--- src/rtl/ysyx_24100005_ifu.sv ---
// Instruction fetch unit: one valid/ready word read per instruction, word held until the core
// commits it. Optional watchdog on the memory handshake is built when YSYX_24100005_IFU_TIMEOUT_EN
// is defined.
module ysyx_24100005_ifu #(
  parameter logic [31:0] RESET_PC       = 32'h8000_0000,
  parameter logic [31:0] NOP_INST       = 32'h0000_0013,
  parameter int unsigned TIMEOUT_CYCLES = 255
) (
  input  logic        clk,
  input  logic        rst,
  input  logic [31:0] pc,
  input  logic        fetch_en,
  output logic [31:0] inst,
  output logic        inst_valid,
  input  logic        inst_ready,
  output logic        imem_req_valid,
  output logic [31:0] imem_req_addr,
  input  logic        imem_req_ready,
  input  logic        imem_rsp_valid,
  input  logic [31:0] imem_rsp_data,
  input  logic        imem_rsp_err,
  output logic        fault,
  output logic [1:0]  fault_cause
);

  typedef enum logic [2:0] {StIdle, StReq, StWait, StHold, StFault} state_e;

  localparam logic [1:0] CauseNone     = 2'b00;
  localparam logic [1:0] CauseMisalign = 2'b01;
  localparam logic [1:0] CauseBusErr   = 2'b10;
  localparam logic [1:0] CauseTimeout  = 2'b11;

  if (TIMEOUT_CYCLES < 8 || TIMEOUT_CYCLES > 65535) begin : g_bad_timeout
    $error("TIMEOUT_CYCLES out of range 8..65535");
  end

  state_e      state_q, state_d;
  logic [31:0] addr_q, addr_d;
  logic [31:0] inst_q, inst_d;
  logic [1:0]  cause_q, cause_d;

`ifdef YSYX_24100005_IFU_TIMEOUT_EN
  localparam logic [15:0] TimeoutLimit = 16'(TIMEOUT_CYCLES);
  logic [15:0] cnt_q, cnt_d;
  logic        expired;
`endif

  always_comb begin
    state_d = state_q;
    addr_d  = addr_q;
    inst_d  = inst_q;
    cause_d = cause_q;
`ifdef YSYX_24100005_IFU_TIMEOUT_EN
    cnt_d   = cnt_q;
    expired = 1'b0;
    if (state_q == StReq || state_q == StWait) begin
      cnt_d   = cnt_q + 16'd1;
      expired = (cnt_d >= TimeoutLimit);
    end
`endif
    unique case (state_q)
      StIdle: begin
        if (fetch_en) begin
          if (pc[1:0] != 2'b00) begin
            state_d = StFault;
            cause_d = CauseMisalign;
          end else begin
            state_d = StReq;
            addr_d  = pc;
`ifdef YSYX_24100005_IFU_TIMEOUT_EN
            cnt_d   = 16'd0;
`endif
          end
        end
      end
      StReq: begin
        // Any response here is illegal by protocol and deliberately ignored.
        if (imem_req_ready) begin
          state_d = StWait;
`ifdef YSYX_24100005_IFU_TIMEOUT_EN
        end else if (expired) begin
          state_d = StFault;
          cause_d = CauseTimeout;
`endif
        end
      end
      StWait: begin
        if (imem_rsp_valid) begin
          if (imem_rsp_err) begin
            state_d = StFault;
            cause_d = CauseBusErr;
          end else begin
            state_d = StHold;
            inst_d  = imem_rsp_data;
          end
`ifdef YSYX_24100005_IFU_TIMEOUT_EN
        end else if (expired) begin
          state_d = StFault;
          cause_d = CauseTimeout;
`endif
        end
      end
      StHold: begin
        if (inst_ready) state_d = StIdle;
      end
      StFault: state_d = StFault;
      default: state_d = StIdle;
    endcase
  end

  always_ff @(posedge clk) begin
    if (rst) begin
      state_q <= StIdle;
      addr_q  <= RESET_PC;
      inst_q  <= NOP_INST;
      cause_q <= CauseNone;
`ifdef YSYX_24100005_IFU_TIMEOUT_EN
      cnt_q   <= 16'd0;
`endif
    end else begin
      state_q <= state_d;
      addr_q  <= addr_d;
      inst_q  <= inst_d;
      cause_q <= cause_d;
`ifdef YSYX_24100005_IFU_TIMEOUT_EN
      cnt_q   <= cnt_d;
`endif
    end
  end

  // Outputs depend only on registered state, never on inputs.
  assign inst_valid     = (state_q == StHold);
  assign inst           = inst_valid ? inst_q : NOP_INST;
  assign imem_req_valid = (state_q == StReq);
  assign imem_req_addr  = addr_q;
  assign fault          = (state_q == StFault);
  assign fault_cause    = cause_q;

endmodule
--- config.mk ---
export PLATFORM = sky130hd
export DESIGN_NAME = ysyx_24100005_ifu
export DESIGN_NICKNAME = d
export VERILOG_FILES = /design/src/rtl/ysyx_24100005_ifu.sv
export SDC_FILE = /design/constraint.sdc
export NUM_CORES = 1
export LEC_CHECK = 0
export ABC_AREA = 1
export CORE_ASPECT_RATIO = 2
export CORE_UTILIZATION = 40
export DETAILED_ROUTE_END_ITERATION = 8
export GPL_TIMING_DRIVEN = 0
export HOLD_SLACK_MARGIN = 0.05
export PLACE_DENSITY = 0.8
export RECOVER_POWER = 100
export SLEW_MARGIN = 25
export SYNTH_ARGS = -nofsm -noshare
export SYNTH_HDL_FRONTEND = slang
export SYNTH_SLANG_ARGS = --single-unit
export TNS_END_PERCENT = 100
--- constraint.sdc ---
create_clock -name clk -period 1.5 [get_ports clk]
set_input_delay 0.15 -clock clk [delete_from_list [all_inputs] [get_ports clk]]
set_output_delay 0.15 -clock clk [all_outputs]
set_load 0.02 [all_outputs]
**After elaboration in Yosys (flattened, before gate mapping)**

Index checks and enable logic that the tools add are counted.

- Latch bits: 0
- Output and inout bits: 69
- Logic and storage cells: 36
- Register bits: 69
- RAM bits: 0
- Memories: 0
- Bits of input ports: 71
- Memory bits (read-only): 0

- Bitwise operators: 2
- Mux-type cells: 13
- Multiply operators: 0
- Equal/unequal tests: 10
- Reductions and logical operators: 7
- Shift operators: 0
- Div/mod/pow operators: 0
- $lt $le $gt $ge: 0
- $add $sub $neg: 0

Operators by type and width:

| cell | number |
|---|---|
| 2-to-1 mux 32 bit | 1 |
| 2-to-1 mux 3 bit | 6 |
| one-hot mux 3 bit (5 select lines) | 1 |
| 2-to-1 mux 2 bit | 4 |
| inequality test 2 bit (second input constant) | 4 |
| equality test 3 x 2 -> 1 bit (second input constant) | 2 |
| AND reduction 3 bit | 2 |
| AND reduction 5 bit | 1 |
| inequality test 2 x 1 -> 1 bit (second input constant) | 2 |
| one-hot mux 2 bit (2 select lines) | 1 |
| AND reduction 4 bit | 1 |
| nonzero test 2 bit | 2 |
| equality test 3 x 1 -> 1 bit (second input constant) | 1 |
| equality test 3 bit (second input constant) | 1 |
| logical NOT 3 bit | 1 |
| NOT 1 bit | 2 |

**Logic depth before layout (Yosys ltp)**

- Depth in word-level cells: 4
- Mapped depth: 7
- Gate-level depth less buffers: 7

**Worst setup path after synthesis**

OpenSTA, ideal clock, no wires.

- Path type: reg-to-reg
- Start point: reg state_q[1]
- End point: reg state_q[0]
- Cell stages (with the launch flop): 8
- Slack: 0.134 ns
- Required time: 1.386 ns
- Arrival time: 1.252 ns
- Setup time: 0.114 ns
- Buffers on the path: 0
- Clock period less this slack: 1.366 ns
- Cells stage by stage: dfxtp_1 > nand2_1 > nor2_1 > nand2_1 > o21ai_2 > nor2_2 > a21oi_1 > nor2_1

- Word-level cells in the longest chain between the ends: 3
- Elaborated cells between the ends (all ways): 11
- Classes of those cells: eq/ne (8); mux (1); reduce/logical (2)

RTL lines:

| item | line | source |
|---|---|---|
| from (decl) | 37 | `state_e state_q, state_d;` |
| from (signal assigned) | 113 | `state_q <= StIdle;` |
| from (signal assigned) | 121 | `state_q <= state_d;` |
| equality test 3 x 2 -> 1 bit (*) | -- |  |
| via inst_valid | 14 | `output logic inst_valid,` |
| inequality test 2 x 1 -> 1 bit (no line) | -- |  |
| AND reduction 4 bit (no line) | -- |  |

Mark *: on every way through the listed nets, which the timed path passes. The rest lies on a longest branch.
A chain may end at the register's enable or synchronous reset.

**Worst setup path in the final report**

- Start point: reg state_q[2]
- End point: out inst[24]

- Word-level cells in the longest chain between the ends: 2

RTL lines:

| item | line | source |
|---|---|---|
| equality test 3 x 2 -> 1 bit | 132 | `assign inst_valid = (state_q == StHold);` |
| 2-to-1 mux 32 bit | 133 | `assign inst = inst_valid ? inst_q : NOP_INST;` |
| to (decl) | 13 | `output logic [31:0] inst,` |

Every way passes these cells.

==> metrics.md <==
| Metric | Value |
|---|---|
| Area Growth Syn to Fin | `68.8%` |
| HP Class | `in2reg` |
| YS warnings | `0` |
| GR Util All Layers | `0.235` |
| Clk_lat worst skew | `330 ps` |
| Synthesized flop and latch total | `69` |
| Flop2flop setup slack | `20 ps` |
| H-tree Lvls | `3` |
| Slew Limit Headroom | `0.722` |
| Top Usage Layer GRT | `met2` |
| CP max FO | `8` |
| Root Driver | `clkbuf_16` |
| Critical path arrival | `1360 ps` |
| Setup Viol. Count Final | `1` |
| Clock buffer depth | `2` |
| Cell Chain, Critical Path | `inv_4 > nand3_4 > buf_6 > buf_6 > nor2_4 > buf_6` |
| Final GP Congestion | `0.829` |
| Max VDD drop | `0.000843 V` |
| Die H | `119 um` |
| Number of global-route vias before repair | `2835` |
| Fin worst setup slack | `-8.61 ps` |
| RSZ-0062 raised after global routing | `true` |
| First drt pass iteration count | `5` |
| Worst stage delay on the critical path | `350 ps` |
| I/O Buffers | `139` |
| Final WL | `8310 um` |
| Post-Synthesis Cells | `363` |
| Crit path required time | `1350 ps` |
| Inst Count DP | `590` |
| Leak pwr | `1.85 nW` |
| Antenna viol nets, final | `0` |
| Cell Area, Placed | `4250 um2` |
| CP Launch Type | `flip-flop` |
| Design Area, Final | `4640 um2` |
| TritonCTS Buffers | `9` |
| Vias per cell | `4.76` |
| Layout cells sized above 1 | `0.200` |
| N_diodes | `0` |
| Total power | `4.97 mW` |
| Highest Clock Rate | `663 MHz` |
| Slew Viols, Final | `0` |
| Initial core utilization | `0.415` |
| Status | `finished, violations left` |
| CP dominant cell by count | `buf_6` |
| Fin. Hold Viols | `0` |
| Fin util | `0.701` |
| Initial antenna violation count | `0` |
| Layout filler cell count | `560` |
| Commonest non-fill, non-tap cells in the layout | `clkdlybuf4s50_1 (104), nor2_1 (95), dfxtp_1 (66)` |
| Sequential fraction of the synthesis area | `0.502` |
| Critical Path End Type | `primary output` |
| MaxCap Viol Count | `0` |
| Clock sink total | `69` |
| Avg WL per Cell | `13.4 um` |
| Cell class contributing the biggest share of worst-path delay | `buffers and inverters` |
| Io pins | `140` |
| Fin cells | `618` |
| M3 GR Usage | `0.0879` |
| HPWL after DPL | `5890 um` |
| Die area | `7230 um2` |
| Pin count of the biggest net entering global routing | `12` |
| CTS Hold Bufs | `0` |
| Core ar. | `6620 um2` |
| CTS tree | `yes` |
| Residual DRC | `0` |
| Commonest non-fill, non-tap cell in the layout | `clkdlybuf4s50_1` |
| Worst path buffer plus inverter count | `4` |
| Final worst path period need | `1510 ps` |
| Die Wd | `60.6 um` |
| Via count | `2944` |
| Hold_ws | `386 ps` |
| Maximum clock skew at final layout | `3.80 ps` |
| Syn_nets | `434` |
| First-pass GRT wire length | `12600 um` |
| Failing checks | `setup timing` |
| Period utilization | `1.01` |
| Fin nets | `596` |
| GR Util met2 | `0.435` |
| CP max-delay cell | `dfxtp_4` |
| GR Util met1 | `0.209` |
| Gr ovfl total | `0` |
| Post-Syn Area | `2750 um2` |
| Worst slew pin tran | `416 ps` |
| Clk slew on worst S/H paths | `50 ps` |
| Critical path class | `reg2out` |
| Pwr dens | `1070 nW/um2` |
| Distinct cells, synth | `22` |
| Rows | `42` |
| Mean Syn Cell Area | `7.58 um2` |
| DR iter-0 viols | `117` |
==> synth_stat cells <==
| cell | instances | share of area |
|---|---|---|
| nand3_4 | 1 | 0.0064 |
| o21ai_1 | 26 | 0.047 |
| nand2_1 | 23 | 0.031 |
| o21ai_2 | 3 | 0.0096 |
| buf_6 | 9 | 0.037 |
| dfxtp_1 | 69 | 0.50 |
| or2_1 | 1 | 0.0023 |
| clkbuf_2 | 1 | 0.0018 |
| o21ai_0 | 32 | 0.058 |
| nor2_4 | 2 | 0.0082 |
| clkbuf_1 | 8 | 0.011 |
| or2_2 | 2 | 0.0045 |
| nand3_1 | 8 | 0.015 |
| inv_2 | 1 | 0.0014 |
| buf_2 | 4 | 0.0073 |
| nor2_2 | 2 | 0.0045 |
| inv_1 | 37 | 0.050 |
| nor2_1 | 97 | 0.13 |
| nand3_2 | 1 | 0.0036 |
| nor3_1 | 2 | 0.0036 |
| a21oi_1 | 33 | 0.060 |
| inv_4 | 1 | 0.0023 |
==> repair_timing <==
item / 4_1_cts / 5_1_grt
endpoints found under the setup margin: 35 / 75
setup buffers: 5 / 6
pin swaps: 0 / 3
cloned: 0 / 1
gates resized for setup: 161 / 41
==> cells by family after synthesis <==
logic type,synth area share
flip-flops,0.502
buffers and inverters,0.111
AND/OR/NAND/NOR,0.212
AO/OA/AOI/OAI,0.175
==> per-stage QoR <==
step	TNS, ps	setup slack [ps]
after floorplan	0	134
after global placement	-16630	-360
after detailed placement	-17740	-352
after CTS	-127	-48.5
after global routing	-1160	-74.2
final	-8.61	-8.61
==> metal layers <==
metal  routed length (um)  up-vias
met5                    0        -
met4                  234        0
met3                  582       20
met2                 4720      108
met1                 2780     1343
li1                     -     1473
==> report_power, final <==
group / internal [mW] / switching (mW) / total [mW]
clock network: 1.54 / 0.746 / 2.28
registers: 1.91 / 0.0426 / 1.95
logic: 0.390 / 0.341 / 0.731
==> worst reg2reg max path, stage by stage (launching register included) <==
cell and delay (ps):
dfxtp_4 370, buf_4 150, nor2_4 130, nand3_2 130, nor2_4 180, inv_4 80
buf_6 150, o21ai_1 130, a21oi_1 50
==> area by class of cell <==
| class | instances | area, um2 | area share |
|---|---|---|---|
| Multi-Input combinational cell | 233 | 1120 | 0.242 |
| Sequential cell | 69 | 1390 | 0.300 |
| Clock inverter | 4 | 70.1 | 0.0151 |
| Tap cell | 88 | 110 | 0.0237 |
| Inverter | 39 | 151 | 0.0326 |
| Buffer | 22 | 180 | 0.0388 |
| Timing Repair Buffer | 151 | 1360 | 0.293 |
| Clock buffer | 12 | 256 | 0.0552 |
==> flip-flops by register name (all words and copies together), names as in the netlist <==
signal,cells
imem_req_addr,32
fault_cause,2
state_q,3
inst_q,32
==> path summary, 6_finish.rpt <==
kind / startpoint / endpoint / cells past startpoint
worst max register to register: state_q[0] / inst_q[14] / 8
worst min register to register: inst_q[0] / inst_q[0] / 2
worst max-delay path: state_q[2] / inst[24] / 6
worst min-delay path: pc[31] / imem_req_addr[31] / 3
Note: power is estimated with default switching activity, not from simulation.
